`config.mk`:
```
export PLATFORM = sky130hd
export DESIGN_NAME = lib_vc_fifo
export DESIGN_NICKNAME = d
export VERILOG_FILES = /design/src/rtl/lib_pkg.sv /design/src/rtl/lib_vc_fifo_chan.sv /design/src/rtl/lib_vc_fifo.sv
export SDC_FILE = /design/constraint.sdc
export NUM_CORES = 1
export LEC_CHECK = 0
export BUFFER_PORTS_ARGS = -buffer_cell sky130_fd_sc_hd__buf_2
export CORE_MARGIN = 1.5
export CORE_UTILIZATION = 40
export DETAILED_ROUTE_END_ITERATION = 16
export SETUP_SLACK_MARGIN = 0.05
export SYNTH_ARGS = -nofsm -noshare
export SYNTH_HDL_FRONTEND = slang
export SYNTH_SLANG_ARGS = --single-unit
export TNS_END_PERCENT = 10
```
`constraint.sdc`:
```
create_clock -name clk -period 4.9 [get_ports clk]
set_input_delay 0.245 -clock clk [delete_from_list [all_inputs] [get_ports clk]]
set_output_delay 0.245 -clock clk [all_outputs]
set_load 0.02 [all_outputs]
```
`src/rtl/lib_pkg.sv`:
```
// Shared NetEmulation library package: width helpers and the per-channel status record.
package lib_pkg;

    // Wide enough for any practical per-channel depth; users slice the low bits they need.
    localparam int STATUS_CNT_W = 16;

    typedef struct packed {
        logic                    empty;
        logic                    full;
        logic                    almost_full;
        logic [STATUS_CNT_W-1:0] count;
    } chan_status_t;

    function automatic int vc_width(input int n_vc);
        return (n_vc > 1) ? $clog2(n_vc) : 1;
    endfunction

    function automatic int cnt_width(input int depth);
        return $clog2(depth + 1);
    endfunction

endpackage

```
`src/rtl/lib_vc_fifo_chan.sv`:
```
// One virtual channel: FWFT storage, wrapping pointers, explicit occupancy count and flush.
module lib_vc_fifo_chan
    import lib_pkg::*;
#(
    parameter int WIDTH     = 4,
    parameter int DEPTH     = 4,
    parameter int AF_THRESH = DEPTH - 1
) (
    input  logic             clk,
    input  logic             reset_n,
    input  logic             wr_req,
    input  logic [WIDTH-1:0] wr_data,
    input  logic             pop,
    input  logic             flush,
    output logic [WIDTH-1:0] head,
    output chan_status_t     status,
    output logic             wr_drop,
    output logic             pop_err
);

    localparam int PTR_W = $clog2(DEPTH);
    localparam int CNT_W = cnt_width(DEPTH);

    logic [WIDTH-1:0] mem [DEPTH];
    logic [PTR_W-1:0] rd_ptr;
    logic [PTR_W-1:0] wr_ptr;
    logic [CNT_W-1:0] count;

    logic empty;
    logic full;
    logic do_pop;
    logic wr_ok;

    assign empty   = (count == '0);
    assign full    = (count == CNT_W'(DEPTH));
    assign do_pop  = pop && !empty;
    // A pop on a full channel frees the slot the same cycle; flush swallows the write silently.
    assign wr_ok   = wr_req && (!full || pop) && !flush;
    assign wr_drop = wr_req && !flush && full && !pop;
    assign pop_err = pop && empty;

    always_ff @(posedge clk) begin
        if (!reset_n) begin
            rd_ptr <= '0;
            wr_ptr <= '0;
            count  <= '0;
        end else if (flush) begin
            rd_ptr <= '0;
            wr_ptr <= '0;
            count  <= '0;
        end else begin
            if (wr_ok)
                wr_ptr <= wr_ptr + PTR_W'(1);
            if (do_pop)
                rd_ptr <= rd_ptr + PTR_W'(1);
            case ({wr_ok, do_pop})
                2'b10:   count <= count + CNT_W'(1);
                2'b01:   count <= count - CNT_W'(1);
                default: count <= count;
            endcase
        end
    end

    always_ff @(posedge clk) begin
        if (wr_ok)
            mem[wr_ptr] <= wr_data;
    end

    assign head = empty ? '0 : mem[rd_ptr];

    always_comb begin
        status             = '0;
        status.empty       = empty;
        status.full        = full;
        status.almost_full = (count >= CNT_W'(AF_THRESH));
        status.count       = STATUS_CNT_W'(count);
    end

endmodule

```
`src/rtl/lib_vc_fifo.sv`:
```
// Multi-channel FWFT FIFO: one shared write port steered by channel index, independent per-channel reads.
module lib_vc_fifo
    import lib_pkg::*;
#(
    parameter  int WIDTH     = 4,
    parameter  int DEPTH     = 4,
    parameter  int N_VC      = 2,
    parameter  int AF_THRESH = DEPTH - 1,
    localparam int VC_W      = vc_width(N_VC),
    localparam int CNT_W     = cnt_width(DEPTH)
) (
    input  logic                  clk,
    input  logic                  reset_n,
    input  logic [WIDTH-1:0]      i_data,
    input  logic                  i_data_val,
    input  logic [VC_W-1:0]       i_data_vc,
    input  logic [N_VC-1:0]       i_en,
    input  logic [N_VC-1:0]       i_flush,
    output logic [N_VC*WIDTH-1:0] o_data,
    output logic [N_VC-1:0]       o_data_val,
    output logic [N_VC-1:0]       o_en,
    output logic [N_VC-1:0]       o_empty,
    output logic [N_VC-1:0]       o_full,
    output logic [N_VC-1:0]       o_almost_full,
    output logic [N_VC*CNT_W-1:0] o_count,
    output logic                  o_overflow,
    output logic                  o_underflow
);

    logic         vc_ok;
    logic [N_VC-1:0] wr_drop;
    logic [N_VC-1:0] pop_err;
    chan_status_t status [N_VC];

    assign vc_ok = (int'(i_data_vc) < N_VC);

    for (genvar v = 0; v < N_VC; v++) begin : g_chan
        logic wr_req;
        assign wr_req = i_data_val && vc_ok && (int'(i_data_vc) == v);

        lib_vc_fifo_chan #(
            .WIDTH     (WIDTH),
            .DEPTH     (DEPTH),
            .AF_THRESH (AF_THRESH)
        ) u_chan (
            .clk     (clk),
            .reset_n (reset_n),
            .wr_req  (wr_req),
            .wr_data (i_data),
            .pop     (i_en[v]),
            .flush   (i_flush[v]),
            .head    (o_data[v*WIDTH +: WIDTH]),
            .status  (status[v]),
            .wr_drop (wr_drop[v]),
            .pop_err (pop_err[v])
        );

        assign o_empty[v]                 = status[v].empty;
        assign o_data_val[v]              = !status[v].empty;
        assign o_full[v]                  = status[v].full;
        assign o_almost_full[v]           = status[v].almost_full;
        assign o_count[v*CNT_W +: CNT_W]  = status[v].count[CNT_W-1:0];
        // Combinational from i_en: a pop frees a full channel within the same cycle.
        assign o_en[v]                    = !status[v].full || i_en[v];
    end

    always_ff @(posedge clk) begin
        if (!reset_n) begin
            o_overflow  <= 1'b0;
            o_underflow <= 1'b0;
        end else begin
            if ((|wr_drop) || (i_data_val && !vc_ok))
                o_overflow <= 1'b1;
            if (|pop_err)
                o_underflow <= 1'b1;
        end
    end

endmodule

```
Yosys cells after proc, flatten, opt, wreduce, memory -nomap -nowiden. Memories as Yosys holds them, arrays and structs flattened. A register that Yosys moved wholly into a read port is not among the register bits. Cells that the tools add are included.

Memories kept: 2. Output and inout bits: 26. Register bits: 16. Word-level logic and storage cells: 74. RAM bits: 32.

Bitwise logic cells: 2. Reductions and logical operators: 34. Multiplexer cells: 12. Order comparisons: 2. Equality and inequality tests: 6. $add $sub $neg: 8.

Memories: g_chan[0].u_chan.mem (depth 4, bits a word 4, rd ports 1, clocked after memory_dff 1, write ports 1, line lib_vc_fifo_chan.sv:24) `logic [WIDTH-1:0] mem [DEPTH];`; g_chan[1].u_chan.mem (depth 4, bits a word 4, rd ports 1, clocked after memory_dff 1, write ports 1, line lib_vc_fifo_chan.sv:24).

Operators by type and width (count): 1-bit logical AND (16); 3-bit case mux with 2 select lines (2); 2-bit by 1-bit adder with 2-bit output, second input constant (4); 1-bit logical NOT (8); 2-bit 2-to-1 mux (4); 4-bit 2-to-1 mux (2); 2-bit OR reduction (4); 3-bit by 1-bit adder with 3-bit output, second input constant (2); 3-bit == test, second input constant (2); 3-bit by 2-bit greater-or-equal comparator with 1-bit output, second input constant (2); 3-bit logical NOT (2); 3-bit by 1-bit subtractor with 3-bit output, second input constant (2); 2-bit by 1-bit == test with 1-bit output, second input constant (2); 2-bit == test, second input constant (2); 1-bit 2-to-1 mux (4); 2-bit nonzero test (2); 1-bit logical OR (2); 1-bit NOT (2).

Longest topological paths before layout. Gate-level depths: netlist of the first run.

Word-level depth: 7. Depth in mapped cells: 9. Depth with buffers taken out: 9.

Modules after synthesis. From an unflattened synthesis of the first run, not the netlist that was laid out.

Cells, all modules: 212. Area total of the unflattened synthesis: 2597.5 µm².

Modules (own cells, without submodules): lib_vc_fifo_chan (cells an instance 101, instances 2, seq. area each 660.6 µm², area each 1253.7 µm²); lib_vc_fifo (cells an instance 10, instances 1, seq. area each 40.0 µm², area each 90.1 µm²).

Worst setup path after synthesis of the first run. OpenSTA, ideal clock, no wires.

Kind: reg2reg. From: register g_chan[0].u_chan.count[2]. To: register g_chan[0].u_chan.count[2]. Setup time: 70 ps. Path slack: 2657 ps. Period minus slack after synthesis: 2243 ps. Data arrival time: 2173 ps. Cell stages (with the launch flop): 10. Path through: dfxtp_1 nor4b_4 nor3_1 inv_1 ha_1 inv_1 fa_1 xor2_1 or3_1 a21oi_1.

Word-level cells in the longest chain between the ends: 7.

RTL lines: start, declared (line lib_vc_fifo_chan.sv:27) `logic [CNT_W-1:0] count;`; start signal, assigned (line lib_vc_fifo_chan.sv:57) `2'b10: count <= count + CNT_W'(1);`; start signal, assigned (line lib_vc_fifo_chan.sv:58) `2'b01: count <= count - CNT_W'(1);`; start signal, assigned (line lib_vc_fifo_chan.sv:59) `default: count <= count;`; 3-bit == test (line lib_vc_fifo_chan.sv:35) `assign full = (count == CNT_W'(DEPTH));`; 1-bit logical NOT (line lib_vc_fifo_chan.sv:38) `assign wr_ok = wr_req && (!full || pop) && !flush;`; 1-bit logical OR (line lib_vc_fifo_chan.sv:38); 1-bit logical AND (2 in a row) (line lib_vc_fifo_chan.sv:38); 2-bit by 1-bit == test with 1-bit output or 2-bit == test (tied branches) (line lib_vc_fifo_chan.sv:56) `case ({wr_ok, do_pop})`; 3-bit case mux with 2 select lines or 2-bit nonzero test (tied branches).

Several ways; a longest one is shown, not always the timed one. A chain may end at the register's enable or synchronous reset.

Worst setup path in the final report of the first run.
From: register g_chan[0].u_chan.count[0]. To: register g_chan[0].u_chan.count[2].

The elaborated chain is that of the path after synthesis.

==> out/qor.txt, run 1 <==
Run status - completed
Worst Hold Depth - 1
Gr ovfl total - 0
Hold endpoint - g_chan[1].u_chan.mem[2][0]$_DFFE_PP_
Yosys top cell by area - edfxtp_1
Worst reg2reg setup slack - 2580 ps
Flop pwr share - 62.4%
Worst path slowest cell - dfxtp_1
Layout cells sized above 1 - 25.6%
Worst hold path class - input pin to flip-flop
PD cells - 283 nW/um2
Worst Tran Pin Value - 701 ps
RSZ-0062 raised after global routing - false
Die Y - 79.6 um
CTS Buffer Depth - 2
Cts hold-fix bufs - 0
Post-Place Worst Slack - 2580 ps
Min cycle time layout - 2320 ps
Cell-internal power - 586 uW
Setup TNS - 0 ps
Routability cong. - 0.699
CTS Sinks - 52
Initial drt markers - 50
Core box area - 5570 um2
PortBufs - 37
Hold_sp - i_data[0]
Fin. max-slew vios - 0
Net Sw Power - 169 uW
DR WL/cell - 13.7 um
Post-synth EDFFs - 32
Via-to-Cell Ratio - 4.88
Largest net degree at the start of global routing - 17
Final setup viols - 0
Clock skew - 5.83 ps
Vias in the first global route - 1382
Final Cycle Share - 47.3%
Global-route wire length before repair - 6720 um
Leakage - 0.997 nW
DRC viols - 0
Commonest non-fill, non-tap cell in the layout - buf_2
Worst Path Arrival - 2550 ps
Most frequent cells in the layout - 37 x buf_2, 32 x edfxtp_1, 20 x dfxtp_1
Post-CTS setup buffers - 0
Die ar. - 6340 um2
Nets - 242
CP Class - flip-flop to flip-flop
Clock group share of total power - 31.8%
Critical path's largest stage delay - 410 ps
Combinational share of power - 5.8%
Post-synthesis sequential area ratio - 57.9%
Total Routing Usage GR - 14.1%
Share of the synthesized area in the top cell type - 40.9%
CTS Buf Count - 5
Setup ws final - 2580 ps
Switching Share - 22.4%
IO Count - 38
Syn nets - 204
Total power - 755 uW
MaxCap Viol Count - 0
FP Rows - 27
Antenna Nets Post-Route - 0
Initial core utilization - 42.2%
CP Max Fanout - 7
Root Driver - clkbuf_8
DR vias - 1419
TritonRoute pass-1 iters - 4
Area growth, synth to finish - 13.7%
Worst relative slew slack - 53.0%
Mean Syn Cell Area - 13.1 um2
Crit path top cell by count - inv_1
Clock-pin slew on the worst setup and hold paths - 90 ps
CTS tree - built
Fillers - 527
Worst r2r dst - g_chan[0].u_chan.count[2]$_SDFFE_PP0P_
Core Util, Final - 47.9%
RR Startpoint - g_chan[0].u_chan.count[0]$_SDFFE_PP0P_
Final Hold Fails - 0
Hpwl dp - 2980 um
Drt total wl - 3990 um
Antenna Cells - 0
Ranking of synthesized cells by area - edfxtp_1 41%, dfxtp_1 17%, mux4_2 7.7%, ha_1 5.3%, nor2b_1 3.2%
Latest clock arrival within the worst-skew pair - 300 ps
Die Span X - 79.6 um
Initial antenna violation count - 0
Peak supply drop - 0.000125 V
Netlist cell types - 35
WP data required - 5130 ps
R2R cell count - 9
#FFs+latches synth - 52
Mapped Cells - 180
Synth Flop Type - edfxtp_1
Worst Setup Start Kind - flip-flop
Critical path cell sequence - nor4b_4 > nor3_1 > inv_1 > ha_1 > inv_1 > fa_1 > xor2_1 > or3_1 > a21oi_1
Synthesized cell area - 2350 um2
H-tree depth - 2
Critical Path Sink Type - flip-flop
Number of gates resized after cts - 0
Fmax achieved - 431 MHz
Ys async rst share - 0%
Synthesis Warnings - 0
-- registers in the layout, indices dropped and copies added (netlist names), named ones only --
| name | count |
|---|---|
| g_chan.u_chan.wr_ptr | 4 |
| g_chan.u_chan.rd_ptr | 4 |
| g_chan.u_chan.count | 6 |
| g_chan.u_chan.mem | 32 |
| o_underflow | 1 |
| o_overflow | 1 |
-- synth_stat cells, drive strengths merged, types with 6 or more instances --
| master | n |
|---|---|
| buf | 6 |
| nor2b | 12 |
| ha | 10 |
| a21oi | 9 |
| mux4 | 8 |
| edfxtp | 32 |
| nor2 | 8 |
| inv | 17 |
| o21ai | 10 |
| dfxtp | 20 |
-- logic make-up (layout without fill, tap and decap cells) --
group           after synthesis  count (layout)  synth area share, %
buf+inv                      24              63                 4.85
compound gates               26              26                 6.39
mux                           8               8                 7.67
xor+xnor                      4               4                 1.49
flops                        52              52                 57.9
fa+ha+maj                    12              12                 7.03
simple gates                 54              54                 14.6
-- power by group through the flow --
stage	Sequential, mW	Clock [mW]	Combinational (mW)
after floorplan	0.482	0	0.0255
after global placement	0.481	0	0.0444
after detailed placement	0.481	0	0.0448
after CTS	0.471	0.250	0.0450
after global routing	0.472	0.269	0.0495
final	0.471	0.240	0.0439
-- how the worst max path moves through the flow --
stage,from,to,cells past startpoint
after floorplan,g_chan[0].u_chan.count[2]$_SDFFE_PP0P_,g_chan[0].u_chan.count[2]$_SDFFE_PP0P_,9
after global routing,g_chan[0].u_chan.count[2]$_SDFFE_PP0P_,g_chan[0].u_chan.count[2]$_SDFFE_PP0P_,9
after global placement,g_chan[1].u_chan.count[2]$_SDFFE_PP0P_,g_chan[1].u_chan.count[2]$_SDFFE_PP0P_,9
after detailed placement,g_chan[0].u_chan.count[0]$_SDFFE_PP0P_,g_chan[0].u_chan.count[2]$_SDFFE_PP0P_,9
after CTS,g_chan[0].u_chan.count[0]$_SDFFE_PP0P_,g_chan[0].u_chan.count[2]$_SDFFE_PP0P_,9
final,g_chan[0].u_chan.count[0]$_SDFFE_PP0P_,g_chan[0].u_chan.count[2]$_SDFFE_PP0P_,9
-- per-stage QoR --
| stage | instances | instance area (um2) | hold WS (ps) |
|---|---|---|---|
| detailed placement | 283 | 2580 | 469 |
| CTS | 291 | 2670 | 216 |
| floorplan | 180 | 2350 | 344 |
| global route | 291 | 2670 | 227 |
| finish | 291 | 2670 | 224 |
| global placement | 283 | 2580 | 472 |
-- layout make-up --
class,count,area [um2],area share [%]
flip-flops and latches,52,1360,51.0
multi-input cells,104,875,32.7
inverters,17,63.8,2.39
clock inverters,2,16.3,0.609
repair buffers,38,193,7.21
clock buffers,6,72.6,2.72
well taps,72,90.1,3.37
-- worst max-delay path, delay by kind of cell (launching register included) --
kind	cells	cell delay, ps
xor+xnor	1	150
fa+ha+maj	2	550
simple gates	3	870
flops	1	410
buf+inv	2	140
compound gates	1	140
-- per-layer routing --
metal	global-route usage (%)	wire, um
met1	19.2	1980
met2	22.4	1810
met3	3.20	158
met4	4.21	47
met5	0	0
Note: power is estimated with default switching activity, not from simulation.
==> run 2: changes to the inputs <==
--- a/config.mk
+++ b/config.mk
@@ -5,6 +5,7 @@
 export SDC_FILE = /design/constraint.sdc
 export NUM_CORES = 1
 export LEC_CHECK = 0
+export ABC_AREA = 1
 export BUFFER_PORTS_ARGS = -buffer_cell sky130_fd_sc_hd__buf_2
 export CORE_MARGIN = 1.5
 export CORE_UTILIZATION = 40
==> constraint.sdc (replaced) <==
create_clock -name clk -period 2.4 [get_ports clk]
set_input_delay 0.12 -clock clk [delete_from_list [all_inputs] [get_ports clk]]
set_output_delay 0.12 -clock clk [all_outputs]
set_load 0.02 [all_outputs]
==> run 2 against run 1 <==
  * Sequential power rose by 110%
  * Register-to-register slack got worse by 2100 ps
  * Sequential cell count did not move
  * Setup slack got worse by 2100 ps
  * Critical endpoint is now g_chan[1].u_chan.count[2]$_SDFFE_PP0P_
  * Combinational power rose to 3.1 times the previous value
  * Synthesized area rose by 3.1%
  * Power rose by 110%
  * Critical path depth rose by 1
  * Highest routed layer unchanged
  * Synthesized cell count rose by 39%
  * Via count rose by 18%
==> out/qor.txt, run 2 <==
Fmax achieved - 521 MHz
CTS Sinks - 52
FF+latch area - 1360 um2
Clock skew - 7.08 ps
Drt total wl - 4090 um
Global-route wire length before repair - 6720 um
Peak supply drop - 0.000271 V
Post-CTS setup buffers - 0
DR vias - 1673
Die ar. - 6530 um2
Antenna Cells - 0
Dpl cell area - 2660 um2
Via-to-Cell Ratio - 4.60
Max reg flops - 32
Min cycle time layout - 1920 ps
Synthesis Warnings - 0
Latest clock arrival within the worst-skew pair - 300 ps
Dpl cells - 356
Most frequent cells in the layout - 55 x nor2_1, 37 x buf_2, 32 x edfxtp_1
TritonRoute pass-1 iters - 4
Worst Tran Pin Value - 398 ps
DRC viols - 0
Worst Setup Start Kind - flip-flop
Post-synthesis sequential area ratio - 56.2%
Nets - 312
CTS tree - built
Fillers - 567
Largest net degree at the start of global routing - 17
Final setup viols - 0
Met3 usage - 3.26%
Final Hold Fails - 0
Root Driver - clkbuf_8
Core box area - 5890 um2
Post-Layout Cell Count - 364
Netlist cell types - 28
CTS Buffer Depth - 2
Routability cong. - 0.818
Worst hold path class - input pin to flip-flop
WP data required - 2600 ps
Die Span X - 80.8 um
RR Startpoint - g_chan[1].u_chan.count[1]$_SDFFE_PP0P_
Layout cells sized above 1 - 22.5%
Vias in the first global route - 1511
Gr ovfl total - 0
CP Class - flip-flop to flip-flop
Worst setup path start - g_chan[1].u_chan.count[1]$_SDFFE_PP0P_
Worst Path Arrival - 2120 ps
CTS Buf Count - 5
Met2 Use GR - 22.2%
RSZ-0062 raised after global routing - false
Largest registers - g_chan.u_chan.mem: 32 flops, g_chan.u_chan.count: 6 flops
Run status - completed
Critical Path Sink Type - flip-flop
Final Cycle Share - 80.0%
Synthesized cell area - 2420 um2
Multi-input gate area - 871 um2
Final Cell Area - 2750 um2
Clock-pin slew on the worst setup and hold paths - 90 ps
Area growth, synth to finish - 13.5%
Synth Flop Type - edfxtp_1
Hold_sp - reset_n
DR WL/cell - 11.2 um
H-tree depth - 2
Mapped Cells - 250
Setup TNS - 0 ps
Ranking of synthesized cells by area - edfxtp_1 40%, dfxtp_1 17%, nor2_1 8.5%, ha_1 5.2%, o21ai_0 5.0%
Commonest cells post-synth - 55 x nor2_1, 32 x edfxtp_1, 30 x inv_1, 24 x o21ai_0
Fin. max-slew vios - 0
Total Routing Usage GR - 13.6%
IO Count - 38
Syn nets - 274
Top reg by flops - g_chan.u_chan.mem
Share of the synthesized area in the top cell type - 39.7%
Commonest non-fill, non-tap cell in the layout - nor2_1
Ys async rst share - 0%
Antenna Nets Post-Route - 0
PD cells - 577 nW/um2
FP Rows - 28
Mean Syn Cell Area - 9.69 um2
Post-synth EDFFs - 32
#FFs+latches synth - 52
GR peak layer - met2
Die Y - 80.8 um
MaxCap Viol Count - 0
Met1 Usage GRT - 17.6%
Worst relative slew slack - 73.4%
PortBufs - 37
Worst reg2reg setup slack - 480 ps
Number of gates resized after cts - 0
Count leader, synth - nor2_1
Initial antenna violation count - 0
Total power - 1.59 mW
Yosys top cell by area - edfxtp_1
Leakage - 1.14 nW
Initial core utilization - 41.2%
Hpwl dp - 3100 um
Initial drt markers - 66
CP Max Fanout - 7
Cts hold-fix bufs - 0
-- run 2: critical path, stage by stage (launching register included) --
cell and delay [ps]:
dfxtp_1 380, nor2_4 160, nand3_4 110, nand2_4 120
ha_1 180, inv_1 70, fa_1 390, nand2_1 80
nand3_1 90, o21ai_0 170, a21oi_1 60
-- run 2: cell families after synthesis --
| kind of cell | Yosys count | synth area share [%] |
|---|---|---|
| buf+inv | 46 | 7.85 |
| xor+xnor | 2 | 0.723 |
| simple gates | 95 | 19.2 |
| compound gates | 43 | 9.19 |
| fa+ha+maj | 12 | 6.82 |
| flops | 52 | 56.2 |
-- run 2: area by class of cell --
type                            count  share of cell area (%)
Timing Repair Buffer               37                    6.74
Multi-Input combinational cell    152                    31.7
Clock buffer                        5                    2.50
Sequential cell                    52                    49.5
Clock inverter                      3                   0.683
Tap cell                           75                    3.41
Inverter                           40                    5.46
-- run 2: per-stage QoR --
stage	util (%)	hold WS [ps]	setup slack, ps
6_report	46.7	12.8	481
3_3_place_gp	45.2	325	556
3_5_place_dp	45.2	329	518
2_1_floorplan	-	218	424
4_1_cts	46.7	9.97	494
5_1_grt	46.7	29.6	383
-- run 2: report_power, final --
group | leakage [nW] | switching, mW | internal, mW
Clock | 0.0378 | 0.282 | 0.202
Combinational | 0.656 | 0.0919 | 0.0440
Sequential | 0.451 | 0.00910 | 0.958
-- run 2: worst paths after layout --
kind                                                                 to  cells after the start
worst min register to register  g_chan[0].u_chan.rd_ptr[1]$_SDFFE_PP0P_                      2
worst max-delay path             g_chan[1].u_chan.count[2]$_SDFFE_PP0P_                     10
worst min-delay path                           o_underflow$_SDFFE_PN0P_                      3
worst max register to register   g_chan[1].u_chan.count[2]$_SDFFE_PP0P_                     10
-- run 2: routing by layer --
metal | part of all wire (%) | vias up
met4 | 0.83 | 0
met2 | 46 | 33
met3 | 4.1 | 2
met1 | 50 | 762
li1 | - | 876
met5 | 0 | -
